===== src/rtl/despachante_clusters_pkg.sv =====
// Shared constants and types for the cluster dispatcher.
// Sizes the candidate-buffer entry fields and the FSM states.
package pkg_clusters;

    localparam int NUM_CLUSTERS  = 5;
    localparam int TAM_ENDERECO  = 64;
    localparam int TAM_HASH_DOIS = 8;
    localparam int CW            = $clog2(NUM_CLUSTERS);

    typedef enum logic [2:0] {
        OCIOSO,
        CAPTURA,
        ENVIA,
        AGUARDA,
        LIBERA
    } estado_despachante_t;

endpackage


===== src/rtl/despachante_clusters_if.sv =====
// Probe request/response channel between the dispatcher and the clusters.
// master = dispatcher side, slave = cluster side.
interface despachante_clusters_if;
    import pkg_clusters::*;

    logic                     req_valido;
    logic                     req_pronto;
    logic [CW-1:0]            req_cluster;
    logic [TAM_ENDERECO-1:0]  req_endereco;
    logic [TAM_HASH_DOIS-1:0] req_hash;
    logic                     resp_valido;
    logic                     resp_acerto;

    modport master (
        output req_valido,
        output req_cluster,
        output req_endereco,
        output req_hash,
        input  req_pronto,
        input  resp_valido,
        input  resp_acerto
    );

    modport slave (
        input  req_valido,
        input  req_cluster,
        input  req_endereco,
        input  req_hash,
        output req_pronto,
        output resp_valido,
        output resp_acerto
    );

endinterface


===== src/rtl/despachante_clusters_seletor.sv =====
// Lowest-set-bit selector: index of the first pending cluster.
// valido is low when no bit is set (index then reads 0).
module seletor_menor_bit #(
    parameter int NUM_CLUSTERS = 5,
    localparam int CW = $clog2(NUM_CLUSTERS)
) (
    input  logic [NUM_CLUSTERS-1:0] bits,
    output logic [CW-1:0]           indice,
    output logic                    valido
);

    // Scan from the top so the lowest set bit wins.
    always_comb begin
        indice = '0;
        valido = |bits;
        for (int i = NUM_CLUSTERS - 1; i >= 0; i--) begin
            if (bits[i]) begin
                indice = CW'(i);
            end
        end
    end

endmodule


===== src/rtl/despachante_clusters.sv =====
// Candidate-buffer consumer: probes each flagged cluster in turn,
// writes the shrinking bitmap back and retires the entry with one result.
module despachante_clusters
    import pkg_clusters::*;
#(
    parameter int TIMEOUT_CICLOS = 16
) (
    input  logic                     clk,
    input  logic                     reset,
    input  logic                     entrada_valida,
    input  logic [NUM_CLUSTERS-1:0]  bitmap_atual,
    input  logic [TAM_ENDERECO-1:0]  endereco_atual,
    input  logic [TAM_HASH_DOIS-1:0] hash_atual,
    output logic [NUM_CLUSTERS-1:0]  bitmap_atualizado,
    output logic                     zero,
    despachante_clusters_if.master   cl,
    output logic                     res_valido,
    output logic                     res_acerto,
    output logic [CW-1:0]            res_cluster,
    output logic [TAM_ENDERECO-1:0]  res_endereco,
    output logic [15:0]              timeouts
);

    localparam int CNT_W = $clog2(TIMEOUT_CICLOS);

    estado_despachante_t estado;
    estado_despachante_t prox;

    logic [NUM_CLUSTERS-1:0]  trabalho;
    logic [NUM_CLUSTERS-1:0]  trabalho_limpo;
    logic [TAM_ENDERECO-1:0]  endereco_lat;
    logic [TAM_HASH_DOIS-1:0] hash_lat;
    logic [CNT_W-1:0]         cnt;
    logic [CW-1:0]            indice;
    logic                     tem_bit;
    logic                     expirou;
    logic                     acerto_agora;

    seletor_menor_bit #(
        .NUM_CLUSTERS(NUM_CLUSTERS)
    ) u_seletor (
        .bits   (trabalho),
        .indice (indice),
        .valido (tem_bit)
    );

    // Probe bookkeeping: bitmap without the probed bit, hit and expiry flags.
    always_comb begin
        trabalho_limpo = trabalho & ~(NUM_CLUSTERS'(1) << indice);
        acerto_agora   = cl.resp_valido && cl.resp_acerto;
        expirou        = !cl.resp_valido
                         && (cnt == CNT_W'(TIMEOUT_CICLOS - 1));
    end

    // State register.
    always_ff @(posedge clk) begin
        if (reset) begin
            estado <= OCIOSO;
        end else begin
            estado <= prox;
        end
    end

    // Next-state logic; a response beats an expiring counter.
    always_comb begin
        prox = estado;
        unique case (estado)
            OCIOSO: begin
                if (entrada_valida) prox = CAPTURA;
            end
            CAPTURA: begin
                prox = tem_bit ? ENVIA : LIBERA;
            end
            ENVIA: begin
                if (cl.req_pronto) prox = AGUARDA;
            end
            AGUARDA: begin
                if (acerto_agora) begin
                    prox = LIBERA;
                end else if (cl.resp_valido || expirou) begin
                    prox = (trabalho_limpo != '0) ? ENVIA : LIBERA;
                end
            end
            LIBERA: begin
                prox = OCIOSO;
            end
            default: begin
                prox = OCIOSO;
            end
        endcase
    end

    // Moore outputs; the buffer sees its own bitmap only while idle.
    always_comb begin
        cl.req_valido     = (estado == ENVIA);
        cl.req_cluster    = indice;
        cl.req_endereco   = endereco_lat;
        cl.req_hash       = hash_lat;
        zero              = (estado == LIBERA);
        res_valido        = (estado == LIBERA);
        bitmap_atualizado = (estado == OCIOSO) ? bitmap_atual : trabalho;
    end

    // Entry latch, working bitmap and response wait counter.
    always_ff @(posedge clk) begin
        if (reset) begin
            trabalho     <= '0;
            endereco_lat <= '0;
            hash_lat     <= '0;
            cnt          <= '0;
        end else begin
            unique case (estado)
                OCIOSO: begin
                    if (entrada_valida) begin
                        trabalho     <= bitmap_atual;
                        endereco_lat <= endereco_atual;
                        hash_lat     <= hash_atual;
                    end
                end
                ENVIA: begin
                    if (cl.req_pronto) cnt <= '0;
                end
                AGUARDA: begin
                    cnt <= cnt + 1'b1;
                    if (acerto_agora) begin
                        trabalho <= '0;
                    end else if (cl.resp_valido || expirou) begin
                        trabalho <= trabalho_limpo;
                    end
                end
                default: begin
                end
            endcase
        end
    end

    // Result register, loaded on the way into LIBERA.
    always_ff @(posedge clk) begin
        if (reset) begin
            res_acerto   <= 1'b0;
            res_cluster  <= '0;
            res_endereco <= '0;
        end else if (prox == LIBERA && estado != LIBERA) begin
            res_acerto   <= (estado == AGUARDA) && acerto_agora;
            res_cluster  <= ((estado == AGUARDA) && acerto_agora)
                            ? indice : '0;
            res_endereco <= endereco_lat;
        end
    end

    // Saturating count of probes that never got a response.
    always_ff @(posedge clk) begin
        if (reset) begin
            timeouts <= '0;
        end else if (estado == AGUARDA && expirou
                     && timeouts != 16'hFFFF) begin
            timeouts <= timeouts + 16'd1;
        end
    end

endmodule

===== src/flat_wrapper.sv =====
// flat-port wrapper written by rule: the top's interface ports become plain ports
module despachante_clusters_flat import pkg_clusters::*;
#(
    parameter int TIMEOUT_CICLOS = 16
)
  (clk, reset, entrada_valida, bitmap_atual, endereco_atual, hash_atual, bitmap_atualizado, zero, res_valido, res_acerto, res_cluster, res_endereco, timeouts, cl_req_valido, cl_req_cluster, cl_req_endereco, cl_req_hash, cl_req_pronto, cl_resp_valido, cl_resp_acerto);
  despachante_clusters_if cl_i ();
  input  logic clk;
  input  logic reset;
  input  logic entrada_valida;
  input  logic [NUM_CLUSTERS-1:0] bitmap_atual;
  input  logic [TAM_ENDERECO-1:0] endereco_atual;
  input  logic [TAM_HASH_DOIS-1:0] hash_atual;
  output logic [NUM_CLUSTERS-1:0] bitmap_atualizado;
  output logic zero;
  output logic res_valido;
  output logic res_acerto;
  output logic [CW-1:0] res_cluster;
  output logic [TAM_ENDERECO-1:0] res_endereco;
  output logic [15:0] timeouts;
  output wire logic [$bits(cl_i.req_valido)-1:0] cl_req_valido;
  output wire logic [$bits(cl_i.req_cluster)-1:0] cl_req_cluster;
  output wire logic [$bits(cl_i.req_endereco)-1:0] cl_req_endereco;
  output wire logic [$bits(cl_i.req_hash)-1:0] cl_req_hash;
  input wire logic [$bits(cl_i.req_pronto)-1:0] cl_req_pronto;
  input wire logic [$bits(cl_i.resp_valido)-1:0] cl_resp_valido;
  input wire logic [$bits(cl_i.resp_acerto)-1:0] cl_resp_acerto;
  assign cl_req_valido = cl_i.req_valido;
  assign cl_req_cluster = cl_i.req_cluster;
  assign cl_req_endereco = cl_i.req_endereco;
  assign cl_req_hash = cl_i.req_hash;
  assign cl_i.req_pronto = cl_req_pronto;
  assign cl_i.resp_valido = cl_resp_valido;
  assign cl_i.resp_acerto = cl_resp_acerto;
  despachante_clusters #(.TIMEOUT_CICLOS(TIMEOUT_CICLOS)) u_core (.clk(clk), .reset(reset), .entrada_valida(entrada_valida), .bitmap_atual(bitmap_atual), .endereco_atual(endereco_atual), .hash_atual(hash_atual), .bitmap_atualizado(bitmap_atualizado), .zero(zero), .cl(cl_i), .res_valido(res_valido), .res_acerto(res_acerto), .res_cluster(res_cluster), .res_endereco(res_endereco), .timeouts(timeouts));
endmodule

===== config.mk =====
export PLATFORM = sky130hd
export DESIGN_NAME = despachante_clusters_flat
export DESIGN_NICKNAME = d
export VERILOG_FILES = /design/src/rtl/despachante_clusters_pkg.sv /design/src/rtl/despachante_clusters_if.sv /design/src/rtl/despachante_clusters_seletor.sv /design/src/rtl/despachante_clusters.sv /design/src/flat_wrapper.sv
export SDC_FILE = /design/constraint.sdc
export NUM_CORES = 1
export LEC_CHECK = 0
export BUFFER_PORTS_ARGS = -buffer_cell sky130_fd_sc_hd__buf_4
export CAP_MARGIN = 10
export CORE_ASPECT_RATIO = 1.75
export CORE_MARGIN = 2
export CORE_UTILIZATION = 30
export CTS_BUF_LIST = sky130_fd_sc_hd__clkbuf_2
export CTS_CLUSTER_SIZE = 24
export DETAILED_ROUTE_END_ITERATION = 8
export PLACE_DENSITY = 0.5
export SKIP_LAST_GASP = 1
export SYNTH_ARGS = -nofsm -noshare
export SYNTH_HDL_FRONTEND = slang
export SYNTH_SLANG_ARGS = --single-unit

===== constraint.sdc =====
create_clock -name clk -period 7.3 [get_ports clk]
set_input_delay 1.46 -clock clk [delete_from_list [all_inputs] [get_ports clk]]
set_output_delay 1.46 -clock clk [all_outputs]
set_load 0.05 [all_outputs]

Word-level counts from Yosys, hierarchy flattened
Cells that the tools add are included.
- $add $sub $neg: 2
- multipliers: 0
- div/mod/pow operators: 0
- $lt $le $gt $ge: 0
- equality and inequality tests: 11
- shifts and indexed selects: 1
- mux-type cells: 20
- bitwise logic cells: 2
- reduce and logical (&&, ||, !) cells: 16
- operators by type and width (kind ; number):
    2-to-1 mux 3 bit ; 12
    2-to-1 mux 5 bit ; 4
    adder 16 x 1 -> 16 bit (second input constant) ; 1
    inequality test 16 bit (second input constant) ; 1
    one-hot mux 3 bit (4 select lines) ; 1
    one-hot mux 5 bit (2 select lines) ; 1
    one-hot mux 4 bit (2 select lines) ; 1
    equality test 3 x 2 -> 1 bit (second input constant) ; 2
    equality test 3 bit (second input constant) ; 2
    logical AND 1 bit ; 6
    bitwise AND 5 bit ; 1
    inverter 5 bit ; 1
    nonzero test 5 bit ; 1
    OR reduction 5 bit ; 1
    << shifter 1 x 3 -> 5 bit (first input constant) ; 1
    adder 4 x 1 -> 4 bit (second input constant) ; 1
    equality test 4 bit (second input constant) ; 1
    2-to-1 mux 4 bit ; 1
    AND reduction 2 bit ; 2
    nonzero test 2 bit ; 2
    equality test 3 x 1 -> 1 bit (second input constant) ; 1
    zero test 3 bit ; 1
    inequality test 3 x 1 -> 1 bit (second input constant) ; 1
    inequality test 3 bit (second input constant) ; 1
    other kinds (5) ; 5
- register bits after elaboration: 168
- latch bits: 0
- memory bits (writable): 0
- bits in read-only memories: 0
- output and inout bits: 167
- word-level logic and storage cells: 61
- memories: 0

Longest topological paths before layout
- depth after elaboration: 15
- gate-level depth with buffers: 8
- mapped depth without buffers: 5

Hierarchy
A second synthesis with hierarchy kept.
- cell total of the unflattened synthesis: 795
- area, all modules: 6628.9 um2
- by module, submodules not included (module ; times used ; cells each ; area each (um2) ; seq. area each (um2)):
    despachante_clusters ; 1 ; 787 ; 6580.1 ; 3363.2
    seletor_menor_bit ; 1 ; 8 ; 48.8 ; 0.0

Least setup slack after synthesis
Ideal clock, no wire load.
- kind: register -> output
- start point: register u_core.estado[2]
- end point: output zero
- data arrival time: 2.177 ns
- slack: 3.663 ns
- cell stages (with the launch flop): 4
- buffers on the path: 2
- cells stage by stage: dfxtp_1 -> clkbuf_1 -> nor3b_1 -> buf_4
- cells in the longest elaborated chain, start to end: 1
- ends and longest elaborated chain (what ; line ; RTL):
    start: declaration ; despachante_clusters.sv:26 ; estado_despachante_t estado;
    start signal: assignment ; despachante_clusters.sv:60 ; estado <= prox;
    equality test 3 bit ; n/a ;
    end: declaration ; flat_wrapper.sv:15 ; output logic zero;
No other way between the ends.

Worst setup path after layout
- start point: register u_core.estado[2]
- end point: output bitmap_atualizado[3]
- cells in the longest elaborated chain, start to end: 2
- ends and longest elaborated chain (what ; line ; RTL):
    zero test 3 bit ; despachante_clusters.sv:101 ; bitmap_atualizado = (estado == OCIOSO) ? bitmap_atual : trabalho;
    2-to-1 mux 5 bit ; despachante_clusters.sv:101 ;
    end: declaration ; flat_wrapper.sv:14 ; output logic [NUM_CLUSTERS-1:0] bitmap_atualizado;
No other way between the ends.

==> metrics.csv <==
metric,value,unit
port buffer count,249,
Initial Utilization,0.304,
"Reg clk slew, reported paths",0.23,ns
fmax,262,MHz
most frequent cell after synthesis,dfxtp_1,
Worst Path Buf+Inv,2,
VDD IR-drop max,145,µV
Final nets,1104,
leakage,3.74,nW
CTS Buffer Depth,2,
fin crit share,0.524,
# DRC,0,
max-cap viol count,0,
hold_buf cts,0,
Fin Setup TNS,0,ns
initial antenna violation count,1,
"setup slack, reg-to-reg",4.51,ns
relative slew slack,0.337,
Fin. Hold Viols,0,
grt total ovfl,0,
Setup Skew,0.0367,ns
dominant synthesized flop cell,dfxtp_1,
final slew viol count,0,
"delay-heaviest family, CP",flip-flops,
Post-Route WL,21100,µm
synth unique cells,46,
Syn Inst Count,811,
die width,120,µm
TritonCTS Buffers,17,
R2R Path Start,u_core.trabalho[0],
row count,74,
H-tree depth,4,
fraction of registers with async set/reset,0,
RSZ-0062 raised after global routing,no,
CTS tree,done,
largest area contributor in the netlist,dfxtp_1,
first-pass GRT wire length,31800,µm
post-DP HPWL,14700,µm
vias in the first global route,5868,
syn_area_per_cell,8.70,µm²
Synth area leaders,"dfxtp_1 48%, nand2b_1 12%, mux2i_1 9.2%",
worst slew pin tran,0.995,ns
sequential share of the synthesized area,0.477,
die area,24800,µm²
Setup CP Type,register to output pin,
Ys Warns,0,
launch point of the worst path,u_core.estado[2],
CTS root buf,clkbuf_2,
largest stage delay on the critical path,0.47,ns
Critical Path Start Type,register,
power per cell area,223,nW/µm²
Die Y,207,µm
Area after DPL,9080,µm²
drt wl/cell,15.8,µm
worst endpoint required time,5.84,ns
CP Capture Point,bitmap_atualizado[3],
postcts setup bufs,0,
Hold Slack,0.471,ns
outcome,completed,
CP Max Fanout,10,
Slowest cell on crit path,dfxtp_1,
Final ANT Viol Nets,0,
Clock Sinks,168,
largest net degree at the start of global routing,159,
Vias/cell,4.66,
Tot Pwr,0.00208,W
vias,6227,
Levels on crit path,4,
area delta synth->final,32.2,%
R2R cell count,5,
I/O pin count,250,
cts repair resizes,0,
Skew-Pair Late Insertion Delay,0.75,ns
Post-Syn Area,7060,µm²
clock period minus worst slack,3.82,ns
#FFs+latches synth,168,
"Cell Count, Final, Fillers Out",1336,
"EDFF count, synth",0,
Tot GR Track Use,0.165,
Commonest cells post-synth,"168 x dfxtp_1, 158 x nand2_1, 131 x nand2b_1",
Syn Nets,896,
worst hold-check path type,register to register,
critical path cell sequence,nor3_1 > buf_2 > mux2_2 > buf_4,
top-area cell type share of the netlist area,0.477,
cell area after layout,9330,µm²
DR iter-0 viols,264,
GPL Wtd Cong,0.732,
TritonRoute pass-1 iters,4,
setup violators final,0,
CP arrival,2.36,ns
Core Box Area,23200,µm²
share of layout cells above drive strength 1,0.287,
r2r endpoint,u_core.res_endereco[32],
placed cells,1303,
Setup crit end kind,output pin,
## routing by layer
| layer | share of wire | track usage |
|---|---|---|
| met4 | 0.028 | 0.0681 |
| met1 | 0.39 | 0.184 |
| met5 | 0 | 0 |
| met3 | 0.049 | 0.0382 |
| met2 | 0.53 | 0.300 |
## cell families (layout without fill, tap and decap cells)
logic type / Yosys count / count (layout) / share of synthesized area
other: 0 / 1 / 0
AOI/OAI and AO/OA: 137 / 137 / 0.111
buffers and inverters: 73 / 293 / 0.0450
muxes: 70 / 70 / 0.100
and+or+nand+nor: 360 / 360 / 0.262
DFF: 168 / 168 / 0.477
adders and majority gates: 3 / 3 / 0.00496
## where the power goes
| group | switching, W | leakage (nW) | internal [W] | total [W] |
|---|---|---|---|---|
| Clock | 0.000334 | 0.146 | 0.000189 | 0.000523 |
| Combinational | 0.000364 | 2.23 | 0.000179 | 0.000544 |
| Sequential | 0.0000440 | 1.37 | 0.000969 | 0.00101 |
| Total | 0.000743 | 3.74 | 0.00134 | 0.00208 |
## layout make-up
type / count / area (µm²)
inverters: 6 / 22.5
well taps: 304 / 380
flip-flops and latches: 168 / 3360
clock inverters: 13 / 154
fillers: 2461 / 13900
diodes: 1 / 2.50
multi-input cells: 570 / 3400
repair buffers: 256 / 1920
clock buffers: 18 / 90.1
## tightest hold or removal path: cells and delay by family (launching register included)
kind               cells  cell delay [ns]
and+or+nand+nor        1             0.05
DFF                    1             0.36
AOI/OAI and AO/OA      1             0.05
## metrics by stage
step | setup WS, ns | utilization
final | 3.48 | 0.402
after global routing | 3.21 | 0.402
after global placement | 3.83 | 0.391
after detailed placement | 3.83 | 0.391
after floorplan | 3.66 | -
after CTS | 2.94 | 0.401
## registers in the layout, indices dropped and copies added (netlist names)
| name | flops |
|---|---|
| u_core.cl.req_endereco | 64 |
| u_core.cl.req_hash | 8 |
| u_core.cnt | 4 |
| u_core.estado | 3 |
| u_core.res_acerto | 1 |
| u_core.res_cluster | 3 |
| u_core.res_endereco | 64 |
| u_core.timeouts | 16 |
| u_core.trabalho | 5 |
## cells in the final DEF, fill, tap and decap left out, drive strengths merged, types with 3 or more instances in the layout
cell type / count
nor3: 6
nor2: 14
and3: 4
nand2b: 131
mux2i: 65
mux2: 5
and2: 3
clkbuf: 18
a21oi: 96
o32ai: 3
or3: 4
bufinv: 3
o31ai: 12
or4: 12
nand3: 7
nand2: 158
a2111oi: 4
inv: 8
nand4: 6
and4: 4
buf: 256
clkinv: 6
o211ai: 3
dfxtp: 168
o21ai: 10
## worst min-delay path by stage
| stage | start | end | cells after the start |
|---|---|---|---|
| after global placement | u_core.cl.req_hash[7] | u_core.cl.req_hash[7] | 2 |
| after floorplan | u_core.cnt[1] | u_core.cnt[1] | 2 |
| after global routing | u_core.cl.req_hash[4] | u_core.cl.req_hash[4] | 2 |
| after detailed placement | u_core.cl.req_hash[5] | u_core.cl.req_hash[5] | 2 |
| after CTS | u_core.cl.req_hash[5] | u_core.cl.req_hash[5] | 2 |
| final | u_core.cl.req_hash[7] | u_core.cl.req_hash[7] | 2 |
Power figures use the tool's default switching activity.
